`src/rtl/mproc_mem_pkg.sv`:
```
// Shared constants and loader state encoding for the mproc boot/program RAM.
package mproc_mem_pkg;

    localparam int DEF_ADDR_W = 7;
    localparam int DEF_DATA_W = 16;

    typedef enum logic [1:0] {
        ST_IDLE = 2'd0,
        ST_LOAD = 2'd1,
        ST_RUN  = 2'd2
    } ld_state_e;

    // True when an accepted word at this count fills the last RAM location.
    function automatic logic is_final_slot(input logic [15:0] count, input int addr_w);
        return (count == 16'((1 << addr_w) - 1));
    endfunction

endpackage

```
`src/rtl/boot_prog_ram_if.sv`:
```
// Loader stream and CPU memory port bundled for the boot/program RAM.
interface boot_prog_ram_if #(
    parameter int ADDR_W = mproc_mem_pkg::DEF_ADDR_W,
    parameter int DATA_W = mproc_mem_pkg::DEF_DATA_W
);
    logic              ld_start;
    logic              ld_valid;
    logic [DATA_W-1:0] ld_data;
    logic              ld_last;
    logic              ld_ready;
    logic [ADDR_W:0]   ld_count;
    logic              ld_ovf;
    logic              cpu_hold;
    logic [ADDR_W-1:0] cpu_addr;
    logic              cpu_wr;
    logic [DATA_W-1:0] cpu_din;
    logic [DATA_W-1:0] cpu_dout;

    modport master (
        output ld_start, ld_valid, ld_data, ld_last, cpu_addr, cpu_wr, cpu_din,
        input  ld_ready, ld_count, ld_ovf, cpu_hold, cpu_dout
    );

    modport slave (
        input  ld_start, ld_valid, ld_data, ld_last, cpu_addr, cpu_wr, cpu_din,
        output ld_ready, ld_count, ld_ovf, cpu_hold, cpu_dout
    );
endinterface

```
`src/rtl/ram_sp.sv`:
```
// Storage array with one write port and one read port; read is combinational
// or registered depending on READ_LAT. Contents are never cleared by reset.
module ram_sp #(
    parameter int ADDR_W   = 7,
    parameter int DATA_W   = 16,
    parameter int READ_LAT = 0
) (
    input  logic              clk,
    input  logic              rst_ni,
    input  logic              we_i,
    input  logic [ADDR_W-1:0] waddr_i,
    input  logic [DATA_W-1:0] wdata_i,
    input  logic [ADDR_W-1:0] raddr_i,
    output logic [DATA_W-1:0] rdata_o
);
    localparam int DEPTH = 2 ** ADDR_W;

    logic [DATA_W-1:0] mem_r [DEPTH];

    // Array write port.
    always_ff @(posedge clk) begin
        if (we_i) begin
            mem_r[waddr_i] <= wdata_i;
        end
    end

    generate
        if (READ_LAT == 0) begin : g_comb_rd
            logic unused_rst_s;
            assign unused_rst_s = rst_ni;
            assign rdata_o      = mem_r[raddr_i];
        end else begin : g_reg_rd
            logic [DATA_W-1:0] rdata_q;
            // Registered read: a same-address write in this cycle yields the old word.
            always_ff @(posedge clk or negedge rst_ni) begin
                if (!rst_ni) begin
                    rdata_q <= {DATA_W{1'b0}};
                end else begin
                    rdata_q <= mem_r[raddr_i];
                end
            end
            assign rdata_o = rdata_q;
        end
    endgenerate

endmodule

```
`src/rtl/boot_prog_ram.sv`:
```
// Program/data RAM with boot loader: holds the CPU stalled while a word stream
// is written from address 0, then hands the single port to the CPU.
module boot_prog_ram
    import mproc_mem_pkg::*;
#(
    parameter int ADDR_W   = DEF_ADDR_W,
    parameter int DATA_W   = DEF_DATA_W,
    parameter int READ_LAT = 0
) (
    input  logic           clk,
    input  logic           reset,
    boot_prog_ram_if.slave bus
);
    localparam int             DEPTH = 2 ** ADDR_W;
    localparam logic [ADDR_W:0] FULL_COUNT = (ADDR_W + 1)'(DEPTH);

    ld_state_e         state_q, state_d;
    logic [ADDR_W:0]   count_q, count_d;
    logic              ovf_q, ovf_d;
    logic              hold_q;
    logic              ready_q;
    logic              ld_we_s;
    logic              cpu_we_s;
    logic              ram_we_s;
    logic [ADDR_W-1:0] ram_waddr_s;
    logic [DATA_W-1:0] ram_wdata_s;

    // Loader FSM: next state, counters and write-port ownership.
    always_comb begin
        state_d  = state_q;
        count_d  = count_q;
        ovf_d    = ovf_q;
        ld_we_s  = 1'b0;
        cpu_we_s = 1'b0;
        case (state_q)
            ST_IDLE: begin
                if (bus.ld_start) begin
                    state_d = ST_LOAD;
                    count_d = {(ADDR_W + 1){1'b0}};
                    ovf_d   = 1'b0;
                end else begin
                    state_d = ST_IDLE;
                end
            end
            ST_LOAD: begin
                // A restart wins over a word offered in the same cycle.
                if (bus.ld_start) begin
                    count_d = {(ADDR_W + 1){1'b0}};
                    ovf_d   = 1'b0;
                end else if (bus.ld_valid && ready_q) begin
                    ld_we_s = 1'b1;
                    if (count_q != FULL_COUNT) begin
                        count_d = count_q + {{ADDR_W{1'b0}}, 1'b1};
                    end else begin
                        count_d = count_q;
                    end
                    if (bus.ld_last) begin
                        state_d = ST_RUN;
                    end else if (is_final_slot(16'(count_q), ADDR_W)) begin
                        ovf_d   = 1'b1;
                        state_d = ST_RUN;
                    end else begin
                        state_d = ST_LOAD;
                    end
                end else begin
                    state_d = ST_LOAD;
                end
            end
            ST_RUN: begin
                cpu_we_s = bus.cpu_wr;
                if (bus.ld_start) begin
                    state_d = ST_LOAD;
                    count_d = {(ADDR_W + 1){1'b0}};
                    ovf_d   = 1'b0;
                end else begin
                    state_d = ST_RUN;
                end
            end
            default: begin
                state_d = ST_IDLE;
            end
        endcase
    end

    // State, counters and the decoded handshake outputs, all registered.
    always_ff @(posedge clk or negedge reset) begin
        if (!reset) begin
            state_q <= ST_IDLE;
            count_q <= {(ADDR_W + 1){1'b0}};
            ovf_q   <= 1'b0;
            hold_q  <= 1'b1;
            ready_q <= 1'b0;
        end else begin
            state_q <= state_d;
            count_q <= count_d;
            ovf_q   <= ovf_d;
            hold_q  <= (state_d != ST_RUN);
            ready_q <= (state_d == ST_LOAD);
        end
    end

    // Write mux: loader and CPU never write in the same state.
    always_comb begin
        ram_we_s    = ld_we_s | cpu_we_s;
        ram_waddr_s = bus.cpu_addr;
        ram_wdata_s = bus.cpu_din;
        if (ld_we_s) begin
            ram_waddr_s = count_q[ADDR_W-1:0];
            ram_wdata_s = bus.ld_data;
        end else begin
            ram_waddr_s = bus.cpu_addr;
            ram_wdata_s = bus.cpu_din;
        end
    end

    ram_sp #(
        .ADDR_W  (ADDR_W),
        .DATA_W  (DATA_W),
        .READ_LAT(READ_LAT)
    ) u_ram (
        .clk    (clk),
        .rst_ni (reset),
        .we_i   (ram_we_s),
        .waddr_i(ram_waddr_s),
        .wdata_i(ram_wdata_s),
        .raddr_i(bus.cpu_addr),
        .rdata_o(bus.cpu_dout)
    );

    assign bus.ld_ready = ready_q;
    assign bus.ld_count = count_q;
    assign bus.ld_ovf   = ovf_q;
    assign bus.cpu_hold = hold_q;

endmodule

```
`src/flat_wrapper.sv`:
```
// flat-port wrapper written by rule: the top's interface ports become plain ports
module boot_prog_ram_flat import mproc_mem_pkg::*;
#(
    parameter int ADDR_W   = DEF_ADDR_W,
    parameter int DATA_W   = DEF_DATA_W,
    parameter int READ_LAT = 0
)
  (clk, reset, bus_ld_start, bus_ld_valid, bus_ld_data, bus_ld_last, bus_cpu_addr, bus_cpu_wr, bus_cpu_din, bus_ld_ready, bus_ld_count, bus_ld_ovf, bus_cpu_hold, bus_cpu_dout);
  boot_prog_ram_if #(.ADDR_W(ADDR_W), .DATA_W(DATA_W)) bus_i ();
  input  logic clk;
  input  logic reset;
  input wire logic [$bits(bus_i.ld_start)-1:0] bus_ld_start;
  input wire logic [$bits(bus_i.ld_valid)-1:0] bus_ld_valid;
  input wire logic [$bits(bus_i.ld_data)-1:0] bus_ld_data;
  input wire logic [$bits(bus_i.ld_last)-1:0] bus_ld_last;
  input wire logic [$bits(bus_i.cpu_addr)-1:0] bus_cpu_addr;
  input wire logic [$bits(bus_i.cpu_wr)-1:0] bus_cpu_wr;
  input wire logic [$bits(bus_i.cpu_din)-1:0] bus_cpu_din;
  output wire logic [$bits(bus_i.ld_ready)-1:0] bus_ld_ready;
  output wire logic [$bits(bus_i.ld_count)-1:0] bus_ld_count;
  output wire logic [$bits(bus_i.ld_ovf)-1:0] bus_ld_ovf;
  output wire logic [$bits(bus_i.cpu_hold)-1:0] bus_cpu_hold;
  output wire logic [$bits(bus_i.cpu_dout)-1:0] bus_cpu_dout;
  assign bus_i.ld_start = bus_ld_start;
  assign bus_i.ld_valid = bus_ld_valid;
  assign bus_i.ld_data = bus_ld_data;
  assign bus_i.ld_last = bus_ld_last;
  assign bus_i.cpu_addr = bus_cpu_addr;
  assign bus_i.cpu_wr = bus_cpu_wr;
  assign bus_i.cpu_din = bus_cpu_din;
  assign bus_ld_ready = bus_i.ld_ready;
  assign bus_ld_count = bus_i.ld_count;
  assign bus_ld_ovf = bus_i.ld_ovf;
  assign bus_cpu_hold = bus_i.cpu_hold;
  assign bus_cpu_dout = bus_i.cpu_dout;
  boot_prog_ram #(.ADDR_W(ADDR_W), .DATA_W(DATA_W), .READ_LAT(READ_LAT)) u_core (.clk(clk), .reset(reset), .bus(bus_i));
endmodule
```
`config.mk`:
```
export PLATFORM = sky130hd
export DESIGN_NAME = boot_prog_ram_flat
export DESIGN_NICKNAME = d
export VERILOG_FILES = /design/src/rtl/mproc_mem_pkg.sv /design/src/rtl/boot_prog_ram_if.sv /design/src/rtl/ram_sp.sv /design/src/rtl/boot_prog_ram.sv /design/src/flat_wrapper.sv
export SDC_FILE = /design/constraint.sdc
export NUM_CORES = 2
export LEC_CHECK = 0
export CORE_UTILIZATION = 30
export CTS_CLUSTER_DIAMETER = 120
export DETAILED_ROUTE_END_ITERATION = 12
export RECOVER_POWER = 25
export SETUP_SLACK_MARGIN = 0.1
export SYNTH_ARGS = -nofsm -noshare
export SYNTH_HDL_FRONTEND = slang
export SYNTH_SLANG_ARGS = --single-unit
```
`constraint.sdc`:
```
create_clock -name clk -period 5.2 [get_ports clk]
set_input_delay 1.04 -clock clk [delete_from_list [all_inputs] [get_ports clk]]
set_output_delay 1.04 -clock clk [all_outputs]
set_load 0.01 [all_outputs]
```
; Word-level counts from Yosys, hierarchy flattened
; Memories as Yosys holds them, arrays and structs flattened.
; Cells that the tools add are included.
[totals]
register_bits = 13
memories = 1
ramBits = 2048
word_cells = 51
[memory_table]
columns = memory, words, width, rd, rd_ports_with_merged_regs, wr, line_no
row1 = u_core.u_ram.mem_r, 128, 16, 1, 0, 1, ram_sp.sv:18  ; logic [DATA_W-1:0] mem_r [DEPTH];
[op_classes]
n_reduce_logical = 6
n_bitwise = 1
mux = 26
addsub = 1
n_eq_ne = 11
[ops]
columns = cell, n
row1 = 8-bit 2-to-1 mux, 4
row2 = 16-bit 2-to-1 mux, 1
row3 = 8-bit case mux with 2 select lines, 1
row4 = 1-bit 2-to-1 mux, 12
row5 = 2-bit 2-to-1 mux, 5
row6 = "3-bit by 2-bit != test with 1-bit output, second input constant", 3
row7 = "8-bit by 1-bit adder with 8-bit output, second input constant", 1
row8 = "8-bit by 7-bit == test with 1-bit output, second input constant", 1
row9 = "8-bit != test, second input constant", 1
row10 = 7-bit 2-to-1 mux, 1
row11 = 2-bit case mux with 3 select lines, 1
row12 = 5-bit AND reduction, 1
row13 = "2-bit by 1-bit == test with 1-bit output, second input constant", 2
row14 = 4-bit AND reduction, 1
row15 = "3-bit != test, second input constant", 1
row16 = "2-bit == test, second input constant", 1
row17 = 2-bit logical NOT, 1
row18 = "2-bit by 1-bit != test with 1-bit output, second input constant", 1
row19 = "2-bit != test, second input constant", 1
row20 = 1-bit case mux with 2 select lines, 1
row21 = 2-bit nonzero test, 1
row22 = 2-bit OR reduction, 1
row23 = 1-bit logical AND, 1
row24 = 1-bit bitwise OR, 1

; Depth between registers and ports, before layout
[depth]
word_depth = 7
ltp_mapped = 9
ltp_nobuf = 5

; Hierarchy
; A second synthesis with hierarchy kept.
[unflattened]
hier_cells = 3175
hier_area_um2 = 79252.3
[by_module_without_submodules]
columns = mod, seq_area_each_um2, area_per_inst_um2, instances, cells_per_inst
row1 = ram_sp, 61499.0, 78202.5, 1, 3070
row2 = boot_prog_ram, 326.6, 1049.8, 1, 105

; Worst setup path after synthesis
; OpenSTA, ideal clock, no wires.
[synth_path]
path_kind = input port to output port
from = input bus_cpu_addr[0]
to = output bus_cpu_dout[0]
path_buffers = 3
stages = 7
t_arrival_ps = 3596
path_slack_ps = 564
required_ps = 4160
path_cell_list = clkbuf_1 > buf_2 > clkbuf_1 > mux4_2 > mux4_2 > mux4_2 > mux2_2
[synth_between]
elab_chain_len = 1
[synth_lines]
columns = item, line_no
row1 = from (decl), flat_wrapper.sv:16  ; input wire logic [$bits(bus_i.cpu_addr)-1:0] bus_cpu_addr;
row2 = memory read 128 x 16 bit, n/a
row3 = to (decl), flat_wrapper.sv:23  ; output wire logic [$bits(bus_i.cpu_dout)-1:0] bus_cpu_dout;
; No other way between the ends.

; Final worst setup path
[layout_path]
from = input bus_cpu_addr[0]
to = output bus_cpu_dout[14]
; Same word-level chain as after synthesis.

==> flow_summary.ini <==
[global_route]
grt_usage_pct = 15.0
grt.overflow.total = 0
grt_pass1_wl_um = 285000
grt_pass1_vias = 37600
antenna_found_initial = 24
grt_max_degree = 129

[final_layout]
layout.nets = 3769
seq_area_um2 = 61800
mostFrequentLayoutCell = edfxtp_1
area_delta_synth_final_pct = 18.8
finalInstanceArea_um2 = 94400
multi_input_area_um2 = 17200
fillCellCount = 23700
final_cells = 7393
final_cell_mix = edfxtp_1 (2048), mux4_2 (672), buf_4 (279)
drive_above_1_share_pct = 36.7

[setup_path]
startpoint_type = input pin
cp_top_family = multiplexers
timing.rr.start = u_core.state_q[0]
crit_top_cell = mux4_2
path_buf_inv = 6
endpoint_kind = output pin
startpoint = bus_cpu_addr[0]
crit_arrival_ns = 4.06
crit_type = input pin to output pin
critPathSlowestCell = mux4_2
cp_max_fo = 7
crit_chain = buf_16 > buf_16 > buf_4 > buf_12 > buf_4 > mux4_2 > mux4_2 > mux4_2 > mux2_2 > dlymetal6s2s_1
cp_slowest_stage_delay_ns = 0.62
cp.required_ns = 4.16

[min_path]
hold_class = flop to flop
min_from = u_core.bus.ld_ovf

[sta]
tightestPinTransition_ns = 1.93
rsz0062_at_grt = false
period_needed_ns = 5.10
finalCritPeriodShare_pct = 98.0
slew_headroom_pct = -28.4
whs_ns = 0.573
fmax_mhz = 196
final_hold_viol_count = 0
finalSetupViolations = 0
tns_ns = 0
clock_skew_ns = 0.0752
maxSlewViolCount = 714

[route]
dr.first_iter.drc_count = 4371
drtPass1Iterations = 6
routedWlPerCell_um = 27.3
drc = 0
via_count = 37300
ant_nets = 0
via_per_inst = 5.04
wl_um = 202000

[placement]
port_buffers = 71
placed_area_um2 = 88000
gp_congestion = 0.796
hpwlAfterDp_um = 121000
placed_cells = 7006

[floorplanning]
initial_utilization_pct = 30.2
io_pins = 72
fp.dieArea_um2 = 267000
die-height_um = 517
placementRows = 188
die_w_um = 517
core_region_area_um2 = 263000

[clock_tree]
clkSinkCount = 2061
clk_latency_ns = 0.85
clk_pin_slew_ns = 0.06
holdBufCountCts = 0
root_buffer = clkbuf_16
htreeDepth = 4
cts_tree = yes
cts_buffers = 194
clockBufferDepth = 3

[power]
pwr_density_cell_nw_per_um2 = 368
swShare_pct = 21.9
p_seq_share_pct = 53.6
ir_worst_vdd_mv = 0.281
p_leak_nw = 29.1
pwr-share-comb_pct = 7.0
total_power_w = 0.0348
power.share.clock_pct = 39.4
p_sw_w = 0.00762
power.internal_w = 0.0271

[synth]
synth.distinct_cells = 43
synth-main-ff-cell = edfxtp_1
syn_area_um2 = 79400
ys_top_cells_by_area = edfxtp_1 (77%), mux4_2 (19%), clkbuf_1 (0.50%), nor2_1 (0.48%), dfrtp_1 (0.38%)
yosysTopAreaCell = edfxtp_1
synth_nets = 3288
synth_top_area_share_pct = 77.4
yosys_register_bits = 2061
ys_seq_area_share_pct = 77.9
syn_avg_cell_area_um2 = 24.5
synth_edf_count = 2048
synthCells = 3241
async_reset_ff_share_pct = 0.631
synth_warnings = 0

[outcome]
status = complete, but fails checks
violations = max-capacitance violations, max-slew violations

[flow_run]
cap_violations = 11
-- power groups by stage --
| stage | Combinational, W | Sequential, W | Clock, W |
|---|---|---|---|
| global route | 0.00253 | 0.0186 | 0.0146 |
| global placement | 0.00238 | 0.0190 | 0 |
| floorplan | 0.00122 | 0.0190 | 0 |
| CTS | 0.00244 | 0.0186 | 0.0140 |
| finish | 0.00242 | 0.0186 | 0.0137 |
| detailed placement | 0.00243 | 0.0190 | 0 |
-- timing repair --
item,in CTS,in global routing
gates cloned,3,1
gates resized for setup,17,18
endpoints found under the setup margin,16,10
setup buffers,2,29
pin swaps,0,0
-- layer usage --
layer  global-route usage (%)  routed length, um  up-vias
met2                     24.9              99900     1428
met1                     20.3              82600    20600
li1                         -                  -    15100
met5                        0                  0        -
met4                     3.98               4540        0
met3                     2.74              14700      234
-- worst reg2reg max path, stage by stage (launching register included) --
cell      delay (ns)
dfrtp_1         0.48
and4b_1         0.46
nand2_1         0.23
clkbuf_1        1.05
nand2_1         0.18
nand2_1         1.32
buf_12          0.45
-- cell families after synthesis --
group	Yosys count	synth area share, %
DFF	2061	77.9
buffers and inverters	185	0.942
AOI/OAI and AO/OA	63	0.517
muxes	690	19.3
adders and majority gates	2	0.0315
and+or+nand+nor	240	1.35
-- cells in the mapped netlist (10+ instances only) --
| cell type | instances |
|---|---|
| a21oi_1 | 11 |
| buf_1 | 41 |
| buf_2 | 31 |
| clkbuf_1 | 106 |
| dfrtp_1 | 12 |
| edfxtp_1 | 2048 |
| mux2_2 | 17 |
| mux4_2 | 672 |
| nand2_1 | 61 |
| nor2_1 | 102 |
| nor3_1 | 39 |
| nor4_1 | 10 |
| o21ai_0 | 12 |
| o22ai_1 | 11 |
-- layout make-up --
class	count	share of cell area, %
antenna	4	0.0106
clock buffer	243	5.34
clock inverter	105	1.15
inverter	4	0.0159
multi-input combinational	995	18.3
sequential	2061	65.5
tap	3515	4.66
timing repair buffer	466	5.05
-- final timing paths --
| path | endpoint | slack [ns] | cells after the start |
|---|---|---|---|
| setup reg to reg | u_core.u_ram.mem_r[82][4] | 0.73 | 6 |
| min in group asynchronous | u_core.bus.ld_ovf | 0.71 | 1 |
| hold reg to reg | u_core.bus.ld_ovf | 0.57 | 2 |
| hold / removal | u_core.bus.ld_ovf | 0.57 | 2 |
| max in group asynchronous | u_core.bus.ld_count[5] | 4.09 | 1 |
| setup / recovery | bus_cpu_dout[14] | 0.10 | 10 |
-- sequential cells by signal (all words and copies together), names as in the netlist --
name / cells
u_core.bus.cpu_hold: 1
u_core.bus.ld_ovf: 1
u_core.bus.ld_count: 8
u_core.u_ram.mem_r: 2048
u_core.state_q: 2
u_core.bus.ld_ready: 1
-- through the flow --
stage          setup WS, ns  util (%)
2_1_floorplan         0.564         -
3_3_place_gp         -0.250      33.5
3_5_place_dp         -0.238      33.5
4_1_cts             -0.0476      35.9
5_1_grt              0.0537      35.9
6_report              0.104      35.9
No activity file was read; power rests on OpenSTA's default activity.
